## config.mk

```make
export PLATFORM = sky130hd
export DESIGN_NAME = tour_logic
export DESIGN_NICKNAME = d
export VERILOG_FILES = /design/src/rtl/tour_pkg.sv /design/src/rtl/tour_poss_moves.sv /design/src/rtl/tour_logic.sv
export SDC_FILE = /design/constraint.sdc
export NUM_CORES = 1
export LEC_CHECK = 0
export CORE_UTILIZATION = 23
export CTS_BUF_LIST = sky130_fd_sc_hd__clkbuf_8 sky130_fd_sc_hd__clkbuf_16
export CTS_CLUSTER_DIAMETER = 40
export DETAILED_ROUTE_END_ITERATION = 8
export SYNTH_ARGS = -nofsm -noshare
export SYNTH_HDL_FRONTEND = slang
export SYNTH_SLANG_ARGS = --single-unit
```

## constraint.sdc

```tcl
create_clock -name clk -period 12.5 [get_ports clk]
set_input_delay 1.875 -clock clk [delete_from_list [all_inputs] [get_ports clk]]
set_output_delay 1.875 -clock clk [all_outputs]
set_load 0.01 [all_outputs]
```

## src/rtl/tour_pkg.sv

```systemverilog
// Shared definitions for the 5x5 knight's tour solver and the block that replays its moves.
package tour_pkg;
  localparam int BOARD_DIM = 5;
  localparam int NUM_MOVES = 24;

  typedef enum logic [2:0] {IDLE, INIT, POSSIBLE, MAKE_MOVE, BACKUP} state_t;

  // Knight displacement per one-hot move bit
  localparam logic signed [3:0] DX [8] = '{-4'sd1, 4'sd1, -4'sd2, -4'sd2, -4'sd1, 4'sd1, 4'sd2, 4'sd2};
  localparam logic signed [3:0] DY [8] = '{4'sd2, 4'sd2, 4'sd1, -4'sd1, -4'sd2, -4'sd2, -4'sd1, 4'sd1};

  // Apply (or undo, when back=1) a one-hot move to a coordinate, modulo 8.
  function automatic logic [2:0] step_x(input logic [2:0] p, input logic [7:0] mv, input logic back);
    logic [2:0] d;
    d = '0;
    for (int i = 0; i < 8; i++) if (mv[i]) d = DX[i][2:0];
    return back ? p - d : p + d;
  endfunction

  function automatic logic [2:0] step_y(input logic [2:0] p, input logic [7:0] mv, input logic back);
    logic [2:0] d;
    d = '0;
    for (int i = 0; i < 8; i++) if (mv[i]) d = DY[i][2:0];
    return back ? p - d : p + d;
  endfunction
endpackage

```

## src/rtl/tour_poss_moves.sv

```systemverilog
// Mask of knight moves from (xx,yy) that land on the 5x5 board.
module tour_poss_moves
  import tour_pkg::*;
(
  input  logic [2:0] xx,
  input  logic [2:0] yy,
  output logic [7:0] poss
);
  logic signed [4:0] px, py;

  always_comb begin
    poss = '0;
    px   = '0;
    py   = '0;
    for (int i = 0; i < 8; i++) begin
      // widen to 5 bits so 7+2 and 0-2 cannot wrap into range
      px = $signed({2'b00, xx}) + $signed({DX[i][3], DX[i]});
      py = $signed({2'b00, yy}) + $signed({DY[i][3], DY[i]});
      poss[i] = (px >= 5'sd0) && (px < 5'sd5) && (py >= 5'sd0) && (py < 5'sd5);
    end
  end
endmodule

```

## src/rtl/tour_logic.sv

```systemverilog
// Backtracking knight's tour solver on a 5x5 board; the found path is read back one move per indx.
module tour_logic
  import tour_pkg::*;
(
  input  logic       clk,
  input  logic       rst_n,
  input  logic [2:0] x_start,
  input  logic [2:0] y_start,
  input  logic       go,
  input  logic [4:0] indx,
  output logic [7:0] move,
  output logic       done,
  output logic       no_tour
);
  state_t     state_q, state_d;
  logic [4:0] board_q [BOARD_DIM][BOARD_DIM];
  logic [4:0] board_d [BOARD_DIM][BOARD_DIM];
  logic [7:0] stack_q [NUM_MOVES];
  logic [7:0] stack_d [NUM_MOVES];
  logic [7:0] poss_q  [NUM_MOVES];
  logic [7:0] poss_d  [NUM_MOVES];
  logic [2:0] xx_q, xx_d, yy_q, yy_d;
  logic [4:0] move_num_q, move_num_d;
  logic [7:0] try_q, try_d;
  logic       done_q, done_d, no_tour_q, no_tour_d;

  logic [7:0] poss_w, popped;
  logic [2:0] nx, ny;
  logic       hit;

  tour_poss_moves u_poss (.xx(xx_q), .yy(yy_q), .poss(poss_w));

  always_comb begin
    state_d    = state_q;
    board_d    = board_q;
    stack_d    = stack_q;
    poss_d     = poss_q;
    xx_d       = xx_q;
    yy_d       = yy_q;
    move_num_d = move_num_q;
    try_d      = try_q;
    done_d     = 1'b0;
    no_tour_d  = 1'b0;

    nx     = step_x(xx_q, try_q, 1'b0);
    ny     = step_y(yy_q, try_q, 1'b0);
    popped = (move_num_q != 5'd0) ? stack_q[move_num_q - 5'd1] : 8'h00;
    hit    = (|(poss_q[move_num_q] & try_q)) && (nx < 3'(BOARD_DIM)) && (ny < 3'(BOARD_DIM))
             && (board_q[nx][ny] == 5'd0);

    case (state_q)
      IDLE: if (go) state_d = INIT;
      INIT: begin
        for (int i = 0; i < BOARD_DIM; i++)
          for (int j = 0; j < BOARD_DIM; j++) board_d[i][j] = 5'd0;
        if (x_start < 3'(BOARD_DIM) && y_start < 3'(BOARD_DIM)) board_d[x_start][y_start] = 5'd1;
        xx_d       = x_start;
        yy_d       = y_start;
        move_num_d = 5'd0;
        state_d    = POSSIBLE;
      end
      POSSIBLE: begin
        poss_d[move_num_q] = poss_w;
        try_d   = 8'h01;
        state_d = MAKE_MOVE;
      end
      MAKE_MOVE: begin
        if (hit) begin
          stack_d[move_num_q] = try_q;
          xx_d = nx;
          yy_d = ny;
          board_d[nx][ny] = move_num_q + 5'd2;
          if (move_num_q == 5'(NUM_MOVES - 1)) begin
            done_d  = 1'b1;
            state_d = IDLE;
          end else begin
            move_num_d = move_num_q + 5'd1;
            state_d    = POSSIBLE;
          end
        end else if (try_q != 8'h80) begin
          try_d = try_q << 1;
        end else begin
          state_d = BACKUP;
        end
      end
      BACKUP: begin
        if (move_num_q == 5'd0) begin
          no_tour_d = 1'b1;
          state_d   = IDLE;
        end else begin
          if (xx_q < 3'(BOARD_DIM) && yy_q < 3'(BOARD_DIM)) board_d[xx_q][yy_q] = 5'd0;
          move_num_d = move_num_q - 5'd1;
          xx_d       = step_x(xx_q, popped, 1'b1);
          yy_d       = step_y(yy_q, popped, 1'b1);
          try_d      = popped << 1;
          // a popped last-choice move means that level is exhausted too
          state_d    = (popped == 8'h80) ? BACKUP : MAKE_MOVE;
        end
      end
      default: state_d = IDLE;
    endcase
  end

  always_ff @(posedge clk or negedge rst_n) begin
    if (!rst_n) begin
      state_q    <= IDLE;
      xx_q       <= '0;
      yy_q       <= '0;
      move_num_q <= '0;
      try_q      <= '0;
      done_q     <= 1'b0;
      no_tour_q  <= 1'b0;
      for (int i = 0; i < BOARD_DIM; i++)
        for (int j = 0; j < BOARD_DIM; j++) board_q[i][j] <= '0;
      for (int k = 0; k < NUM_MOVES; k++) begin
        stack_q[k] <= '0;
        poss_q[k]  <= '0;
      end
    end else begin
      state_q    <= state_d;
      xx_q       <= xx_d;
      yy_q       <= yy_d;
      move_num_q <= move_num_d;
      try_q      <= try_d;
      done_q     <= done_d;
      no_tour_q  <= no_tour_d;
      board_q    <= board_d;
      stack_q    <= stack_d;
      poss_q     <= poss_d;
    end
  end

  assign move    = (indx < 5'(NUM_MOVES)) ? stack_q[indx] : 8'h00;
  assign done    = done_q;
  assign no_tour = no_tour_q;
endmodule

```

==> summary.txt, run 1 <==
Critical path
  • Crit path max fanout: 30
  • Cell at the slowest stage of the critical path: dfrtp_1
  • Reg-to-Reg Start: try_q[0]$_DFFE_PN0P_
  • Source of the critical timing path: try_q[0]$_DFFE_PN0P_
  • CP arrival: 7.14 ns
  • CP Cell Sequence: nor2_1 > o21a_1 > nor2_1 > nand2_1 > fa_1 > buf_4 > clkinv_1 > or4_1 > o2111ai_1 > o221a_2 > nand3_4 > nor3_4 > nand2_1 > o2bb2ai_1
  • Number of buffers and inverters on the critical path: 2
  • Required time of the critical path: 13.03 ns
  • Dominant delay contributor by cell family on the critical path: simple AND/OR/NAND/NOR gates
  • Type of element capturing the critical path: flip-flop
  • Largest stage delay on the critical path: 1.07 ns
  • CP Launch Type: flip-flop
  • Crit Path Class: flip-flop to flip-flop
  • Worst reg-to-reg setup slack: 5.89 ns

Clocking
  • Number of sinks driven by the clock tree: 533
  • Number of gates resized after cts: 0
  • TritonCTS Buffers: 88
  • Hold Buf Count CTS: 0
  • Post-CTS repair timing setup buffer count: 0
  • Clock latency at the later pin of the worst-skew pair: 0.64 ns
  • CTS clock-pin slew for the worst setup and hold paths: 0.06 ns
  • TritonCTS clock tree: yes
  • Number of levels the H-tree was split into: 3
  • Number of buffers on the longest clock path: 3
  • Root buffer selected by CTS: clkbuf_16

Synth
  • Proportion of register bits with asynchronous set or reset after synthesis: 1.00
  • Net count after synthesis: 2490
  • Avg Inst Size Synth: 11.3 um2
  • Yosys warns: 0
  • Post-synthesis instance area: 27700 um2
  • Top_reg_cell synth: dfrtp_1
  • Synthesized instance count: 2442
  • Post-synth EDFFs: 0
  • Synth unique cells: 84
  • Fraction of the yosys area taken by sequential cells: 0.482
  • Register bit total from synthesis: 533

GRT
  • Largest net degree at the start of global routing: 163
  • Congestion Overflow GR: 0
  • First-pass GRT wire length: 124000 um
  • Vias in the first global route: 20300
  • Antenna violations before repair: 4
  • Aggregate global-route resource usage: 0.130

Floorplan
  • Row count: 126
  • Total die area: 122000 um2
  • Die Wd: 349 um
  • Vertical extent of the die: 349 um
  • Starting density of the core: 0.233
  • Area inside the core boundary: 119000 um2
  • Count of pins on the block boundary: 24

Min path
  • Launch point of the worst hold path: poss_q[6]$_DFFE_PN0P_
  • Classification of the worst-slack hold path: flip-flop to flip-flop

Cells and area
  • Filler Cells Inserted: 12200
  • Post-route cell area: 32300 um2
  • Final #Nets: 2440
  • Area growth from synthesis to layout: 16.8%
  • Most common cell after layout, fill and taps aside: dfrtp_1
  • Highest-count cells in the layout ignoring fill and taps: dfrtp_1 (531), nand2_1 (345), o21ai_0 (252)
  • Proportion of layout cells with a drive suffix above 1: 0.202

Power and ir drop
  • Leakage: 13.6 nW
  • Largest voltage drop on the vdd net: 0.252 mV
  • Pwr/cell area: 231 nW/um2

STA
  • Final setup violating endpoints: 0
  • Slew at the pin closest to its max-slew limit: 1.30 ns
  • Final Hold Vio Count: 0
  • RSZ-0062 raised after global routing: false
  • F_max: 151 MHz
  • Post-route clock period utilization: 0.529
  • Max-slew headroom: 0.132
  • Clock period minus final worst setup slack: 6.61 ns
  • Total negative slack: 0 ns
  • Worst clock skew on the final layout: 0.0306 ns
  • Fin. max-slew vios: 0

Placement
  • Last weighted congestion value of the routability-driven placer: 0.859
  • Count of buffers from port buffering: 23
  • Placed inst area: 29200 um2
  • HPWL after DPL: 50300 um

Drt
  • Via-per-instance ratio: 4.92
  • Pre-antenna DRT Iters: 6
  • Number of violations reported at the end of detailed-routing iteration 0: 2008
  • Total Wirelength: 78900 um
  • DRC violation count after routing: 0
  • Count of nets left with antenna violations after detail routing: 0
  • Vias post-DR: 20000
  • Average wire length per cell after detail routing: 19.4 um

Outcome
  • Outcome: complete, no violations

Run
  • Max capacitance violation total: 0
## layout make-up
| cell class | count | area (um2) | area share |
|---|---|---|---|
| Sequential cell | 533 | 13300 | 0.413 |
| Multi-Input combinational cell | 1672 | 13200 | 0.409 |
| Clock buffer | 100 | 2390 | 0.0739 |
| Tap cell | 1600 | 2000 | 0.0619 |
| Clock inverter | 64 | 712 | 0.0220 |
| Timing Repair Buffer | 58 | 503 | 0.0156 |
| Inverter | 39 | 146 | 0.00453 |
| Antenna cell | 1 | 2.50 | 0.0000774 |
## Yosys cell counts, types with 36 or more instances
cell type | number | share of area
dfrtp_1 | 533 | 0.48
nand2_1 | 345 | 0.047
o21ai_0 | 252 | 0.046
mux2_2 | 155 | 0.063
mux4_2 | 119 | 0.097
clkbuf_1 | 116 | 0.016
mux2i_1 | 103 | 0.037
o2bb2ai_1 | 77 | 0.024
o22ai_1 | 71 | 0.016
nor2_1 | 66 | 0.0089
mux2_1 | 49 | 0.020
a21oi_1 | 43 | 0.0078
buf_2 | 36 | 0.0065
## sequential cells by signal, indices dropped and copies added, names as in the netlist
name	count
poss_q	192
stack_q	192
board_q	125
try_q	8
move_num_q	5
state_q	3
xx_q	3
yy_q	3
done	1
no_tour	1
## logic make-up after synthesis
| logic type | after synthesis | share of synthesized area |
|---|---|---|
| multiplexers | 426 | 0.217 |
| buffers and inverters | 237 | 0.0407 |
| XOR/XNOR | 18 | 0.00597 |
| flip-flops | 533 | 0.482 |
| AO/OA/AOI/OAI | 589 | 0.137 |
| adder cells (fa/ha/maj) | 34 | 0.0165 |
| AND/OR/NAND/NOR | 605 | 0.102 |
## per-stage QoR
stage	util	total power, mW	setup WS [ns]	cells	hold slack, ns
6_report	0.272	7.47	5.89	4067	0.472
5_1_grt	0.272	7.84	5.45	4067	0.492
4_1_cts	0.272	7.48	6.03	4066	0.478
3_5_place_dp	0.246	4.95	6.04	3902	0.465
3_3_place_gp	0.246	4.93	6.10	3902	0.456
2_1_floorplan	-	4.01	6.39	2442	0.444
## tightest hold or removal path, delay by kind of cell (launching register included)
kind | cells | cell delay, ns
simple gates | 1 | 0.04
compound gates | 1 | 0.06
flops | 1 | 0.33
## worst paths after layout
check,cells after the start,to
worst max-delay path,14,board_q[71]$_DFFE_PN0P_
worst min-delay path,2,poss_q[6]$_DFFE_PN0P_
worst max register to register,14,board_q[71]$_DFFE_PN0P_
worst min register to register,2,poss_q[6]$_DFFE_PN0P_
max in group asynchronous,3,poss_q[147]$_DFFE_PN0P_
min in group asynchronous,1,stack_q[144]$_DFFE_PN0P_
## per-layer routing
metal  routed length, um  global-route usage
met1               35100               0.178
met5                   0                   0
met3                4860              0.0229
met2               36800               0.204
met4                2110              0.0466
## where the power goes
part | internal [mW] | switching (mW) | leakage, nW
combinational | 0.880 | 2.01 | 4.67
sequential | 1.88 | 0.188 | 7.38
clock | 1.57 | 0.937 | 1.52
total | 4.33 | 3.14 | 13.6
(Power assumes the default switching activity.)
==> run 2: changes to the inputs <==
==> constraint.sdc (replaced) <==
create_clock -name clk -period 5.7 [get_ports clk]
set_input_delay 0.855 -clock clk [delete_from_list [all_inputs] [get_ports clk]]
set_output_delay 0.855 -clock clk [all_outputs]
set_load 0.01 [all_outputs]
==> run 2 against run 1 <==
Worst setup slack worse by 5.3 ns. Largest cell class unchanged. Non-clock buffer count up 30. Worst hold slack worse by 0.25 ns. Global-route usage up 0.15 points. Clock power up 110%. Critical path type unchanged. Fmax up 29%. First-iteration DRC count down 17%. Power up 120%. Highest routed layer unchanged.
==> summary.txt, run 2 (synthesized netlist as in run 1, its figures left out) <==
Outcome
  • Outcome: complete, no violations

STA
  • Fin. max-slew vios: 0
  • F_max: 196 MHz
  • RSZ-0062 raised after global routing: false
  • Final Hold Vio Count: 0
  • Worst clock skew on the final layout: 0.0386 ns
  • Post-route clock period utilization: 0.895
  • Clock period minus final worst setup slack: 5.10 ns
  • Total negative slack: 0 ns
  • Worst hold slack across all endpoints: 0.219 ns
  • Final setup violating endpoints: 0
  • Slew at the pin closest to its max-slew limit: 1.27 ns
  • Max-slew headroom: 0.149

Power and ir drop
  • Relative contribution of the clock network to total power: 0.322
  • Share of power burned in combinational logic: 0.409
  • Largest voltage drop on the vdd net: 0.442 mV
  • Pint: 9.55 mW
  • Switch Pwr: 6.89 mW
  • Share of total power consumed by net switching: 0.419
  • Total chip power: 16.4 mW
  • Leakage: 13.7 nW
  • Pwr/cell area: 506 nW/um2
  • Part of the power in registers: 0.269

Cells and area
  • Filler Cells Inserted: 12200
  • Area occupied by multi-input gates: 13200 um2
  • Final #Nets: 2465
  • Post-route cell area: 32500 um2
  • ANT cells: 0
  • Proportion of layout cells with a drive suffix above 1: 0.207
  • Area growth from synthesis to layout: 17.3%
  • Final design utilization: 0.274
  • Highest-count cells in the layout ignoring fill and taps: dfrtp_1 (531), nand2_1 (345), o21ai_0 (252)
  • Seq. cell area: 13300 um2
  • Largest registers: poss_q (192), stack_q (192), board_q (125)
  • Most common cell after layout, fill and taps aside: dfrtp_1

Placement
  • HPWL after DPL: 52500 um
  • Placed inst area: 29600 um2
  • Count of buffers from port buffering: 23
  • Last weighted congestion value of the routability-driven placer: 0.877

Critical path
  • CP arrival: 5.60 ns
  • Crit Path Class: flip-flop to flip-flop
  • Required time of the critical path: 6.20 ns
  • Crit path max fanout: 32
  • CP Launch Type: flip-flop
  • Worst reg-to-reg setup slack: 0.60 ns
  • Type of element capturing the critical path: flip-flop

Clocking
  • Clock latency at the later pin of the worst-skew pair: 0.64 ns
  • TritonCTS Buffers: 83
  • Number of gates resized after cts: 0
  • Number of levels the H-tree was split into: 3
  • Hold Buf Count CTS: 0
  • Number of sinks driven by the clock tree: 533
  • Root buffer selected by CTS: clkbuf_16
  • CTS clock-pin slew for the worst setup and hold paths: 0.05 ns
  • Post-CTS repair timing setup buffer count: 0
  • Number of buffers on the longest clock path: 3
  • TritonCTS clock tree: yes

Floorplan
  • Die Wd: 349 um
  • Count of pins on the block boundary: 24
  • Starting density of the core: 0.233
  • Vertical extent of the die: 349 um
  • Row count: 126
  • Total die area: 122000 um2
  • Area inside the core boundary: 119000 um2

Drt
  • Count of nets left with antenna violations after detail routing: 0
  • Average wire length per cell after detail routing: 19.6 um
  • Pre-antenna DRT Iters: 5
  • Number of violations reported at the end of detailed-routing iteration 0: 1670
  • Via-per-instance ratio: 4.92
  • Vias post-DR: 20100
  • DRC violation count after routing: 0
  • Total Wirelength: 79900 um

GRT
  • Aggregate global-route resource usage: 0.131
  • Antenna violations before repair: 0
  • Largest net degree at the start of global routing: 152
  • Congestion Overflow GR: 0
  • First-pass GRT wire length: 125000 um
  • Vias in the first global route: 20100

Run
  • Max capacitance violation total: 0

Min path
  • Classification of the worst-slack hold path: primary input to async pin
-- run 2: cell count changes in the layout (fill, tap and decap cells not counted), sizes merged --
| cell | change |
|---|---|
| diode | -1 |
| buf | +30 |
| bufinv | +2 |
| clkinvlp | -4 |
| clkinv | +4 |
| inv | -8 |
| clkbuf | -8 |
-- run 2: power groups by stage --
| stage | logic, mW | clock network, mW | registers, mW |
|---|---|---|---|
| floorplan | 4.43 | 0 | 4.35 |
| global placement | 6.60 | 0 | 4.46 |
| detailed placement | 6.62 | 0 | 4.47 |
| CTS | 6.65 | 5.37 | 4.41 |
| global route | 7.20 | 5.53 | 4.45 |
| finish | 6.73 | 5.29 | 4.41 |
-- run 2: per-layer routing --
layer | wire, um | vias to the layer above | global-route usage
li1 | - | 9014 | -
met1 | 35800 | 10300 | 0.182
met2 | 37500 | 672 | 0.208
met3 | 4770 | 118 | 0.0211
met4 | 1870 | 0 | 0.0415
met5 | 0 | - | 0
-- run 2: cell type report --
cell class | instances | share of cell area
Tap cell | 1600 | 0.0617
Sequential cell | 533 | 0.411
Inverter | 39 | 0.00451
Clock inverter | 58 | 0.0217
Multi-Input combinational cell | 1672 | 0.408
Clock buffer | 92 | 0.0681
Timing Repair Buffer | 88 | 0.0251
-- run 2: worst max-delay path, cell delays in order, from the launching register on --
cell	delay, ns
dfrtp_1	0.38
buf_4	0.25
nor3_1	0.34
a21oi_1	0.16
nor2_1	0.16
fa_1	0.43
buf_4	0.22
or4_1	0.54
nor4_1	0.23
a31oi_1	0.07
mux2i_1	0.23
o221ai_1	0.18
o211ai_1	0.22
nand2_2	0.12
nor3_4	0.31
buf_12	0.21
and3_1	0.52
mux2_2	0.40
-- run 2: path summary, 6_finish.rpt --
kind / from / endpoint / cells after the start
worst max-delay path: try_q[2]$_DFFE_PN0P_ / stack_q[125]$_DFFE_PN0P_ / 17
worst min-delay path: rst_n / stack_q[72]$_DFFE_PN0P_ / 1
worst max register to register: try_q[2]$_DFFE_PN0P_ / stack_q[125]$_DFFE_PN0P_ / 17
worst min register to register: poss_q[38]$_DFFE_PN0P_ / poss_q[38]$_DFFE_PN0P_ / 2
max in group asynchronous: rst_n / board_q[86]$_DFFE_PN0P_ / 2
min in group clk: poss_q[38]$_DFFE_PN0P_ / poss_q[38]$_DFFE_PN0P_ / 2
-- run 2: stage by stage --
stage	worst slack, ns	std cells
after CTS	0.601	4082
after floorplan	0.676	2442
final	0.598	4082
after detailed placement	0.630	3932
after global placement	0.609	3932
after global routing	0.320	4082
